--- config.mk ---
export PLATFORM = sky130hd
export DESIGN_NAME = mdu_issue_ctrl
export DESIGN_NICKNAME = d
export VERILOG_FILES = /design/src/rtl/mdu_issue_ctrl_pkg.sv /design/src/rtl/mdu_issue_ctrl_op_decode.sv /design/src/rtl/mdu_issue_ctrl.sv
export SDC_FILE = /design/constraint.sdc
export NUM_CORES = 1
export LEC_CHECK = 0
export ABC_AREA = 1
export CAP_MARGIN = 20
export CORE_UTILIZATION = 25
export DETAILED_ROUTE_END_ITERATION = 6
export GPL_TIMING_DRIVEN = 0
export PLACE_DENSITY = 0.77
export SYNTH_ARGS = -nofsm -noshare
export SYNTH_HDL_FRONTEND = slang
export SYNTH_SLANG_ARGS = --single-unit
--- constraint.sdc ---
create_clock -name clk -period 1.4 [get_ports clk]
set_input_delay 0.28 -clock clk [delete_from_list [all_inputs] [get_ports clk]]
set_output_delay 0.28 -clock clk [all_outputs]
set_load 0.05 [all_outputs]
--- src/rtl/mdu_issue_ctrl_pkg.sv ---
// mdu_issue_ctrl_pkg
// Shared definitions for the MDU issue/hazard controller:
//   - E-stage HI/LO operation encodings (e_op)
//   - MDU opcode values driven on mdu_op; these match the MDU's 000-011 coding
//   - issue FSM state enum
//   - default multiply / divide latencies
package mdu_issue_ctrl_pkg;

  localparam logic [3:0] OP_NONE  = 4'd0;
  localparam logic [3:0] OP_MULTU = 4'd1;
  localparam logic [3:0] OP_MULT  = 4'd2;
  localparam logic [3:0] OP_DIVU  = 4'd3;
  localparam logic [3:0] OP_DIV   = 4'd4;
  localparam logic [3:0] OP_MFHI  = 4'd5;
  localparam logic [3:0] OP_MFLO  = 4'd6;
  localparam logic [3:0] OP_MTHI  = 4'd7;
  localparam logic [3:0] OP_MTLO  = 4'd8;

  localparam logic [2:0] MDU_MULTU = 3'b000;
  localparam logic [2:0] MDU_MULT  = 3'b001;
  localparam logic [2:0] MDU_DIVU  = 3'b010;
  localparam logic [2:0] MDU_DIV   = 3'b011;

  localparam int DEF_MUL_LAT = 5;
  localparam int DEF_DIV_LAT = 10;

  typedef enum logic [1:0] {
    ST_IDLE = 2'd0,
    ST_MUL  = 2'd1,
    ST_DIV  = 2'd2
  } state_t;

endpackage

--- src/rtl/mdu_issue_ctrl_op_decode.sv ---
// mdu_op_decode
// Combinational classification of the E-stage HI/LO operation.
// Ports:
//   valid      in   E-stage instruction is real
//   op[3:0]    in   e_op encoding (9-15 behave as NONE)
//   is_mul     out  MULTU / MULT
//   is_div     out  DIVU / DIV
//   is_mt_hi   out  MTHI
//   is_mt_lo   out  MTLO
//   is_mf      out  MFHI / MFLO
//   is_signed  out  MULT / DIV (signed flavour)
module mdu_op_decode
  import mdu_issue_ctrl_pkg::*;
(
  input  logic       valid,
  input  logic [3:0] op,
  output logic       is_mul,
  output logic       is_div,
  output logic       is_mt_hi,
  output logic       is_mt_lo,
  output logic       is_mf,
  output logic       is_signed
);

  always_comb begin
    is_mul    = 1'b0;
    is_div    = 1'b0;
    is_mt_hi  = 1'b0;
    is_mt_lo  = 1'b0;
    is_mf     = 1'b0;
    is_signed = 1'b0;
    if (valid) begin
      case (op)
        OP_MULTU: is_mul = 1'b1;
        OP_MULT:  begin is_mul = 1'b1; is_signed = 1'b1; end
        OP_DIVU:  is_div = 1'b1;
        OP_DIV:   begin is_div = 1'b1; is_signed = 1'b1; end
        OP_MFHI,
        OP_MFLO:  is_mf = 1'b1;
        OP_MTHI:  is_mt_hi = 1'b1;
        OP_MTLO:  is_mt_lo = 1'b1;
        default:  ;
      endcase
    end
  end

endmodule

--- src/rtl/mdu_issue_ctrl.sv ---
// mdu_issue_ctrl
// Issue and hazard controller for the multiply/divide unit. Decodes the
// E-stage HI/LO op, drives the MDU start/opcode/HI-LO strobes/operands,
// shadows the MDU latency with a down-counter and stalls any D-stage HI/LO
// instruction while an MDU operation is in flight. Flags a sticky error on
// an issue while busy or when the MDU busy flag disagrees with the shadow.
// Optional feature macro: MDU_DIVZERO_TRAP_EN (divide by zero does not issue,
// div_zero pulses instead; the div_zero port exists only with the macro).
// Ports:
//   clk, reset            clock, synchronous active-high reset
//   e_valid, e_op         E-stage op and its valid
//   e_rs, e_rt            forwarded E-stage operands
//   d_is_md               D-stage instruction is any HI/LO op
//   mdu_busy              MDU busy flag (cross-checked)
//   mdu_start, mdu_op     MDU start pulse and opcode
//   mdu_hiwe, mdu_lowe    MTHI / MTLO strobes
//   mdu_in1, mdu_in2      MDU operands
//   div_zero              divide-by-zero trap pulse (macro only)
//   stall, pending, err   D-stage stall, op in flight, sticky error
module mdu_issue_ctrl
  import mdu_issue_ctrl_pkg::*;
#(
  parameter int MUL_LAT = DEF_MUL_LAT,
  parameter int DIV_LAT = DEF_DIV_LAT
) (
  input  logic        clk,
  input  logic        reset,
  input  logic        e_valid,
  input  logic [3:0]  e_op,
  input  logic [31:0] e_rs,
  input  logic [31:0] e_rt,
  input  logic        d_is_md,
  input  logic        mdu_busy,
  output logic        mdu_start,
  output logic [2:0]  mdu_op,
  output logic        mdu_hiwe,
  output logic        mdu_lowe,
  output logic [31:0] mdu_in1,
  output logic [31:0] mdu_in2,
`ifdef MDU_DIVZERO_TRAP_EN
  output logic        div_zero,
`endif
  output logic        stall,
  output logic        pending,
  output logic        err
);

  localparam logic [3:0] MUL_CNT = 4'(MUL_LAT);
  localparam logic [3:0] DIV_CNT = 4'(DIV_LAT);

  state_t     state, state_next;
  logic [3:0] cnt, cnt_next;
  logic       chk_skip;
  logic       guard_hit;
  logic       dz_trap;
  logic       is_mul, is_div, is_mt_hi, is_mt_lo, is_mf, is_signed;
  logic       is_md;

  mdu_op_decode u_decode (
    .valid     (e_valid),
    .op        (e_op),
    .is_mul    (is_mul),
    .is_div    (is_div),
    .is_mt_hi  (is_mt_hi),
    .is_mt_lo  (is_mt_lo),
    .is_mf     (is_mf),
    .is_signed (is_signed)
  );

  assign is_md = is_mul | is_div | is_mt_hi | is_mt_lo | is_mf;

`ifdef MDU_DIVZERO_TRAP_EN
  assign dz_trap = is_div && (e_rt == 32'd0);
`else
  assign dz_trap = 1'b0;
`endif

  always_ff @(posedge clk) begin
    if (reset) begin
      state    <= ST_IDLE;
      cnt      <= 4'd0;
      err      <= 1'b0;
      chk_skip <= 1'b1;
    end else begin
      state    <= state_next;
      cnt      <= cnt_next;
      chk_skip <= 1'b0;
      // The first cycle out of reset is exempt: the MDU comes out of the
      // same reset and its busy flag may not have settled yet.
      if (guard_hit || (!chk_skip && (mdu_busy != pending)))
        err <= 1'b1;
    end
  end

  // Outputs are gated by reset so the whole interface reads 0 while the
  // pipeline is held in reset.
  always_comb begin
    state_next = state;
    cnt_next   = cnt;
    mdu_start  = 1'b0;
    mdu_op     = 3'b000;
    mdu_hiwe   = 1'b0;
    mdu_lowe   = 1'b0;
    mdu_in1    = 32'd0;
    mdu_in2    = 32'd0;
    guard_hit  = 1'b0;
    if (!reset) begin
      case (state)
        ST_IDLE: begin
          if ((is_mul || is_div) && !dz_trap) begin
            mdu_start  = 1'b1;
            mdu_op     = {1'b0, is_div, is_signed};
            mdu_in1    = e_rs;
            mdu_in2    = e_rt;
            cnt_next   = is_div ? DIV_CNT : MUL_CNT;
            state_next = is_div ? ST_DIV : ST_MUL;
          end else if (is_mt_hi) begin
            mdu_hiwe = 1'b1;
            mdu_in1  = e_rs;
          end else if (is_mt_lo) begin
            mdu_lowe = 1'b1;
            mdu_in1  = e_rs;
          end
        end
        default: begin
          // Anything HI/LO-related in E here means the stall was bypassed;
          // it is dropped and recorded as a protocol error.
          guard_hit = is_md;
          cnt_next  = cnt - 4'd1;
          if (cnt == 4'd1)
            state_next = ST_IDLE;
        end
      endcase
    end
  end

`ifdef MDU_DIVZERO_TRAP_EN
  assign div_zero = !reset && (state == ST_IDLE) && dz_trap;
`endif

  assign pending = (state != ST_IDLE);
  assign stall   = d_is_md && (pending || mdu_start);

endmodule

; ---- Yosys cells after proc, flatten, opt, wreduce, memory -nomap -nowiden
; Cells that the tools add are included.
[word_totals]
regBits = 8
input_bits = 73
output_inout_bits = 73
wordCells = 79
[op_classes]
n_addsub = 1
n_eq_ne = 11
muxes = 45
bitwise = 4
reduce_logical = 14
[op_table]
columns = operator, n
row1 = two-way mux 32 bit, 8
row2 = two-way mux 1 bit, 27
row3 = equality test 4 x 3 -> 1 bit (second input constant), 4
row4 = two-way mux 2 bit, 7
row5 = two-way mux 4 bit, 3
row6 = equality test 4 x 1 -> 1 bit (second input constant), 2
row7 = equality test 4 x 2 -> 1 bit (second input constant), 2
row8 = OR reduction 2 bit, 4
row9 = equality test 4 bit (second input constant), 1
row10 = OR 1 bit, 4
row11 = nonzero test 2 bit, 2
row12 = subtractor 4 x 1 -> 4 bit (second input constant), 1
row13 = logical OR 1 bit, 3
row14 = logical AND 1 bit, 2
row15 = zero test 2 bit, 1
row16 = inequality test 2 bit (second input constant), 1
row17 = AND reduction 2 bit, 1
row18 = zero test 1 bit, 1
row19 = inequality test 1 bit, 1

; ---- Longest topological paths before layout
; Gate-level depths: netlist (run 1).
[logic_depth]
word_depth = 11
ltp_mapped = 9
ltp_nobuf = 9

; ---- Cells and area by module
; From an unflattened synthesis (run 1), not the netlist that was laid out.
[unflattened]
hier_cells = 236
area_unflattened_um2 = 1416.4
[modules_own_cells]
columns = mod, n_inst, cells_each, area_each_um2, seq_area_each_um2
row1 = mdu_issue_ctrl, 1, 214, 1301.2, 160.2
row2 = mdu_op_decode, 1, 22, 115.1, 0.0

; ---- Worst setup path after synthesis (run 1)
; No wires, ideal clock.
[synth_path]
kind = register -> output
from = register state[0]
to = output port stall
arrival_time_ns = 2.078
required_time_ns = 1.120
slack_ns = -0.958
stages_incl_launch_ff = 6
n_path_buf = 0
cell_sequence = dfxtp_1 nor2_4 inv_4 nor2_8 nand3_4 a21boi_0
[synth_between]
word_cells_on_any_way = 6
classes_between = mux: 2 / reduce/logical: 4
[synth_rtl]
columns = item, line_no
row1 = start: declaration, mdu_issue_ctrl.sv:51  ; state_t state, state_next;
row2 = start signal: assignment, mdu_issue_ctrl.sv:85  ; state <= state_next;
row3 = nonzero test 2 bit, mdu_issue_ctrl.sv:141  ; assign pending = (state != ST_IDLE);
row4 = named net pending, mdu_issue_ctrl.sv:44  ; output logic pending,
row5 = logical OR 1 bit, mdu_issue_ctrl.sv:142  ; assign stall = d_is_md && (pending || mdu_start);
row6 = logical AND 1 bit, mdu_issue_ctrl.sv:142
row7 = end: declaration, mdu_issue_ctrl.sv:43  ; output logic stall,
; The timed path passes the listed nets, and every way through them passes these cells.

; ---- Worst setup path in the final report (run 1)
[layout_path]
from = input port e_op[3]
to = output port mdu_in1[23]
[layout_between]
elab_chain_len = 8
word_cells_on_any_way = 22
classes_between = eq/ne: 6 / mux: 13 / reduce/logical: 3
[layout_lines]
columns = item, line_no
row1 = start: declaration, mdu_issue_ctrl.sv:29  ; input logic [3:0] e_op,
row2 = equality test 4 bit (tied with other cells), mdu_issue_ctrl_op_decode.sv:33  ; case (op)
row3 = two-way mux 1 bit / OR reduction 2 bit (equally long branches), -
row4 = two-way mux 1 bit (on tied branches), "mdu_issue_ctrl_op_decode.sv:32, mdu_issue_ctrl_op_decode.sv:33"
row5 = two-way mux 32 bit / two-way mux 1 bit (equally long branches), "mdu_issue_ctrl.sv:120, mdu_issue_ctrl_op_decode.sv:32"
row6 = two-way mux 32 bit / logical OR 1 bit (equally long branches), "mdu_issue_ctrl.sv:117, mdu_issue_ctrl.sv:110"
row7 = two-way mux 32 bit *, mdu_issue_ctrl.sv:110  ; if ((is_mul || is_div) && !dz_trap) begin
row8 = two-way mux 32 bit *, mdu_issue_ctrl.sv:108  ; case (state)
row9 = two-way mux 32 bit *, mdu_issue_ctrl.sv:107  ; if (!reset) begin
row10 = end: declaration, mdu_issue_ctrl.sv:38  ; output logic [31:0] mdu_in1,
; Mark *: on every way between the ends. The rest lies on a longest branch, timed or not.

==> results.toml, run 1 <==
[timing]
clock.fmax_ghz = 0.530
final-setup-viol-count = 71
hold_viol = 0
maxSlewViolCount = 0
rsz0062_at_grt = "true"
timing.final.ws_setup_ns = -0.488
fin_worst_skew_ns = 0.00698
final_critical_period_ns = 1.89
final.period_utilization_pct = 135

[critical_path]
start_kind = "input port"
regToRegSetupSlack_ns = 0.18
timing.rr.end = "cnt[3]$_SDFFE_PP0P_"
cp_max_fo = 6
timing.critical_path.to = "mdu_in1[23]"
crit_type = "input port to primary output"
end_kind = "primary output"
r2r.worst_path.cells = 7
crit_path_start = "e_op[3]"
critPathArrivalTime_ns = 1.61
rr_startpoint = "state[0]$_SDFFE_PP0P_"
worstPathRequired_ns = 1.12

[die]
start_util_pct = 26.2
pin_count = 146
fp.dieArea_um2 = 5270
rows = 25
fp.dieH_um = 72.6
floorplan.core_area_um2 = 4750
die_width_um = 72.6

[worst_hold_path]
whs_path_depth = 2
hold_path_class = "register to register"

[synthesis]
synth_edf_count = 0
syn-cell-area_um2 = 1240
synth.area.top_cells = "sky130_fd_sc_hd__nand2_1 16%, sky130_fd_sc_hd__nor2_2 15%, sky130_fd_sc_hd__inv_1 14%"
synth_top_area_share_pct = 15.7
synth_async_sr_flop_share_pct = 0
synth.cells.most_frequent = "52 x sky130_fd_sc_hd__nand2_1, 47 x sky130_fd_sc_hd__inv_1, 44 x sky130_fd_sc_hd__nor2_1"
synthesis.yosys.warnings = 0
syn_nets = 307
synth.ff_latch_count = 8
ys_seq_area_share_pct = 12.9
synth_top_area_cell = "sky130_fd_sc_hd__nand2_1"
top_reg_cell_synth = "sky130_fd_sc_hd__dfxtp_1"
post-synth-top-count-cell = "sky130_fd_sc_hd__nand2_1"
postSynthCellCount = 232
average_footprint_of_a_synthesized_cell_um2 = 5.37
post_synth_num_cell_types = 24

[clock_network]
cts-buffers-inserted = 3
clock_path_buffers = 2
htree_levels = 1
clock_latency_ns = 0.23
root_buffer = "sky130_fd_sc_hd__clkbuf_8"
clock_edge_transition_at_the_registers_on_the_reported_setup_and_hold_paths_ns = 0.04
clock-sinks = 8
postCtsHoldBufs = 0
cts_tree = "built"

[drt]
wl_per_cell_um = 15.1
antenna_violation_net_count_after_detailed_routing = 0
drt_iter0_markers = 53
detail_route.vias_per_cell = 4.46
drt-pass1-iter-count = 4
dr_total_vias = 2108
routed_wl_um = 7120
drcViolationCount = 0

[grt]
groute.usage.overall_pct = 22.2
grt_start_max_net_pins = 11
globalRouteOverflowTotal = 0
number_of_global_route_vias_before_repair = 1939
number_of_antenna_violations_at_the_first_check_in_global_routing = 0
first_pass_grt_wire_length_um = 9160

[place]
place.gp.congestion = 0.849
port_buffers = 143
dpl.hpwl_um = 4390

[finish]
antennaDiodeCount = 0
final_core_util_pct = 79.8
finalNetCount = 483
layout-drive-gt1-share_pct = 53.9
syn_to_final_growth_pct = 205

[pwr]
finalPower_mw = 1.70
power_density_nw_per_um2 = 448
worst_ir_drop_vdd_uv = 625
power.leakage_nw = 1.69

[run_status]
failed_checks = "setup timing"
outcome = "complete, but fails checks"

[job]
max_cap_violations = 0
## per-layer routing
metal	vias to the layer above	part of all wire, %	global-route usage [%]
met5	-	0	0
met4	0	2.9	7.63
met3	18	6.8	3.89
met2	92	57	44.0
met1	974	34	23.0
li1	1024	-	-
## where the power goes
group          leakage, nW  internal (mW)  switching [mW]  total (mW)
logic                 1.61          0.519           0.636        1.15
clock network       0.0216          0.187          0.0984       0.285
registers           0.0667          0.249          0.0119       0.261
## worst min-delay path by stage
| stage | endpoint | from | slack, ns |
|---|---|---|---|
| 6_report | cnt[1]$_SDFFE_PP0P_ | cnt[1]$_SDFFE_PP0P_ | 0.47 |
| 5_1_grt | state[1]$_SDFFE_PP0P_ | e_valid | 0.49 |
| 4_1_cts | state[1]$_SDFFE_PP0P_ | e_valid | 0.46 |
| 3_5_place_dp | cnt[1]$_SDFFE_PP0P_ | cnt[1]$_SDFFE_PP0P_ | 0.46 |
| 3_3_place_gp | cnt[1]$_SDFFE_PP0P_ | cnt[1]$_SDFFE_PP0P_ | 0.45 |
| 2_1_floorplan | chk_skip$_DFF_P_ | reset | 0.31 |
## final cells by class
cell class | instances | area [um^2]
buffer | 11 | 169
multi-input combinational | 164 | 1320
clock buffer | 3 | 41.3
fill | 287 | 961
timing repair buffer | 171 | 1820
tap | 67 | 83.8
sequential | 8 | 163
inverter | 49 | 198
## registers in the layout (all words and copies together) (netlist names)
| name | count |
|---|---|
| chk_skip | 1 |
| err | 1 |
| cnt | 4 |
| state | 2 |
## placed cells by master, fill, tap and decap left out, types with 2 or more instances in the layout
master / synthesis / final
sky130_fd_sc_hd__clkdlybuf4s50_1: 0 / 66
sky130_fd_sc_hd__nor2_4: 1 / 65
sky130_fd_sc_hd__buf_6: 6 / 57
sky130_fd_sc_hd__inv_1: 47 / 45
sky130_fd_sc_hd__nand2_1: 52 / 38
sky130_fd_sc_hd__buf_4: 1 / 26
sky130_fd_sc_hd__buf_8: 0 / 20
sky130_fd_sc_hd__nand2_2: 3 / 14
sky130_fd_sc_hd__nand3_1: 14 / 12
sky130_fd_sc_hd__nor2_2: 30 / 7
sky130_fd_sc_hd__buf_12: 0 / 6
sky130_fd_sc_hd__a21oi_1: 7 / 6
sky130_fd_sc_hd__dfxtp_1: 8 / 6
sky130_fd_sc_hd__nand2_4: 0 / 3
sky130_fd_sc_hd__nor2_1: 44 / 3
sky130_fd_sc_hd__clkbuf_8: 0 / 3
sky130_fd_sc_hd__buf_2: 4 / 3
sky130_fd_sc_hd__dlygate4sd2_1: 0 / 3
sky130_fd_sc_hd__inv_6: 0 / 2
sky130_fd_sc_hd__nand3_2: 0 / 2
sky130_fd_sc_hd__nor3_4: 0 / 2
sky130_fd_sc_hd__xor2_1: 2 / 2
sky130_fd_sc_hd__ha_1: 2 / 2
sky130_fd_sc_hd__dfxtp_2: 0 / 2
## logic make-up (layout without fill, tap and decap cells)
kind of cell | after synthesis | in the layout | synth area share [%]
and+or+nand+nor | 149 | 149 | 56.4
buffers and inverters | 60 | 234 | 22.6
AOI/OAI and AO/OA | 10 | 10 | 4.42
DFF | 8 | 8 | 12.9
adders and majority gates | 2 | 2 | 2.01
xor gates and xnor gates | 2 | 2 | 1.41
other | 1 | 1 | 0.301
## metrics by stage
step | hold slack [ns] | cells | setup WS, ns | area, um^2 | setup TNS (ns)
floorplan | 0.308 | 232 | -0.365 | 1690 | -19.73
global placement | 0.451 | 442 | -1.48 | 3200 | -99.63
detailed placement | 0.462 | 442 | -1.50 | 3200 | -100.73
CTS | 0.461 | 469 | -0.478 | 3530 | -29.49
global route | 0.486 | 473 | -0.544 | 3790 | -36.12
finish | 0.469 | 473 | -0.488 | 3790 | -31.27
## timing repair
action,CTS,global route
gates cloned,4,0
pin swaps,10,3
resized for setup,523,63
setup buffers,20,4
endpoints found under the setup margin,78,71
## worst max-delay path, stage by stage
cell and delay (ns):
sky130_fd_sc_hd__buf_2 0.17, sky130_fd_sc_hd__inv_1 0.08, sky130_fd_sc_hd__nand3_2 0.10, sky130_fd_sc_hd__nor2_2 0.06, sky130_fd_sc_hd__nor2_2 0.20, sky130_fd_sc_hd__nand2_4 0.09
sky130_fd_sc_hd__inv_6 0.12, sky130_fd_sc_hd__bufbuf_16 0.29, sky130_fd_sc_hd__nor2_4 0.05, sky130_fd_sc_hd__buf_8 0.14
(Power assumes the default switching activity.)
==> run 2: changes to the inputs <==
--- a/config.mk
+++ b/config.mk
@@ -7,6 +7,7 @@
 export LEC_CHECK = 0
 export ABC_AREA = 1
 export CAP_MARGIN = 20
+export CORE_MARGIN = 2
 export CORE_UTILIZATION = 25
 export DETAILED_ROUTE_END_ITERATION = 6
 export GPL_TIMING_DRIVEN = 0
==> results.toml, run 2 (synthesis gave the netlist of run 1 again) <==
[finish]
seq_area_um2 = 161
final-instance-count-excl-fill = 477
multi_input_comb_area_um2 = 1390
antennaDiodeCount = 0
syn_to_final_growth_pct = 206
largest_register = "cnt"
top_flop_regs = "cnt (4), state (2)"
final_area_um2 = 3810
layout-drive-gt1-share_pct = 55.6
final_core_util_pct = 80.2
layout_common_cells = "69 x sky130_fd_sc_hd__nor2_4, 66 x sky130_fd_sc_hd__clkdlybuf4s50_1, 48 x sky130_fd_sc_hd__buf_4, 45 x sky130_fd_sc_hd__buf_6, 42 x sky130_fd_sc_hd__inv_1"
finalNetCount = 487
n_fill_cell = 295
final_common_cell = "sky130_fd_sc_hd__nor2_4"
largest_register_ffs = 4

[critical_path]
timing.critical_path.cells = "nor2_4 -> inv_6 -> nor2_8 -> nand3_4 -> buf_8 -> nor2_4 -> buf_4"
start_kind = "register"
critPathArrivalTime_ns = 1.58
cp_slowest_cell = "sky130_fd_sc_hd__dfxtp_2"
worstPathRequired_ns = 1.12
path_common_cell = "sky130_fd_sc_hd__nor2_4"
regToRegSetupSlack_ns = 0.21
crit_type = "register to primary output"
cp_max_fo = 10
critical_path.max_stage_delay_ns = 0.33
end_kind = "primary output"

[timing]
worst_hold_slack_ns = 0.400
maxSlewViolCount = 0
timing.setup.tns_ns = -26.95
clock.fmax_ghz = 0.538
final.period_utilization_pct = 133
rsz0062_at_grt = "true"
final-setup-viol-count = 70
final_critical_period_ns = 1.86
hold_viol = 0
timing.final.ws_setup_ns = -0.460
fin_worst_skew_ns = 0.00150

[drt]
wl_per_cell_um = 15.7
antenna_violation_net_count_after_detailed_routing = 0
routed_wl_um = 7500
drcViolationCount = 0
dr_total_vias = 2128
detail_route.vias_per_cell = 4.46
drt_iter0_markers = 60
drt-pass1-iter-count = 4

[place]
dpl.hpwl_um = 4590
post-place-ws_ns = -1.51
place.gp.congestion = 0.842
port_buffers = 143
postPlaceCellArea_um2 = 3200
dp.cells = 442

[die]
fp.dieH_um = 74.6
fp.dieArea_um2 = 5560
start_util_pct = 26.2
die_width_um = 74.6
rows = 25
floorplan.core_area_um2 = 4750
pin_count = 146

[run_status]
outcome = "complete, but fails checks"
failed_checks = "setup timing"

[grt]
first_pass_grt_wire_length_um = 9690
number_of_global_route_vias_before_repair = 1939
grt_start_max_net_pins = 11
number_of_antenna_violations_at_the_first_check_in_global_routing = 0
groute.usage.overall_pct = 22.5
globalRouteOverflowTotal = 0

[clock_network]
cts_tree = "built"
clock_latency_ns = 0.23
clock_path_buffers = 2
cts-buffers-inserted = 3
clock-sinks = 8
htree_levels = 1
postCtsHoldBufs = 0
clock_edge_transition_at_the_registers_on_the_reported_setup_and_hold_paths_ns = 0.04
root_buffer = "sky130_fd_sc_hd__clkbuf_8"

[pwr]
finalPower_mw = 1.71
power.leakage_nw = 1.73
worst_ir_drop_vdd_uv = 678
power_density_nw_per_um2 = 449

[worst_hold_path]
hold_path_class = "input port to register"

[job]
max_cap_violations = 0
[run 2: power by group]
part	leakage (nW)	switching [mW]	internal [mW]	total (mW)
logic	1.65	0.655	0.526	1.18
clock network	0.0216	0.0874	0.186	0.273
registers	0.0663	0.0117	0.249	0.261
[run 2: path summary, 6_finish.rpt]
| check | start | endpoint | cells past startpoint |
|---|---|---|---|
| worst min register to register | cnt[1]$_SDFFE_PP0P_ | cnt[1]$_SDFFE_PP0P_ | 2 |
| worst max-delay path | state[1]$_SDFFE_PP0P_ | mdu_in2[10] | 7 |
| worst max register to register | state[1]$_SDFFE_PP0P_ | cnt[1]$_SDFFE_PP0P_ | 6 |
| worst min-delay path | e_valid | state[1]$_SDFFE_PP0P_ | 3 |
[run 2: worst max-delay path, delay by kind of cell, from the launching register on]
family | cells | cell delay [ns]
and+or+nand+nor | 4 | 0.54
buffers and inverters | 3 | 0.48
DFF | 1 | 0.33
[run 2: timing repair]
| action | in CTS | in global routing |
|---|---|---|
| buffers inserted | 19 | 10 |
| gates cloned | 2 | 1 |
| endpoints found under the setup margin | 78 | 71 |
| pin swaps | 11 | 7 |
| resized for setup | 537 | 51 |
[run 2: metal layers]
metal / vias up / wire length [um] / GRT usage (%) / part of all wire [%]
li1: 1028 / - / - / -
met1: 974 / 2330 / 22.9 / 31
met2: 98 / 4270 / 44.8 / 57
met3: 28 / 564 / 4.34 / 7.5
met4: 0 / 337 / 7.74 / 4.5
met5: - / 0 / 0 / 0
[run 2: cell type report]
cell class,count,area share (%)
multi-input combinational,164,36.5
timing repair buffer,175,46.6
buffer,11,4.13
sequential,8,4.23
clock buffer,3,1.08
tap,67,2.20
inverter,49,5.25
==> run 3: changes to the inputs <==
--- a/config.mk
+++ b/config.mk
@@ -9,6 +9,7 @@
 export CAP_MARGIN = 20
 export CORE_MARGIN = 2
 export CORE_UTILIZATION = 25
+export CTS_CLUSTER_SIZE = 10
 export DETAILED_ROUTE_END_ITERATION = 6
 export GPL_TIMING_DRIVEN = 0
 export PLACE_DENSITY = 0.77
==> results of run 3 <==
Final layout, timing and power as in run 2 (identical DEF).
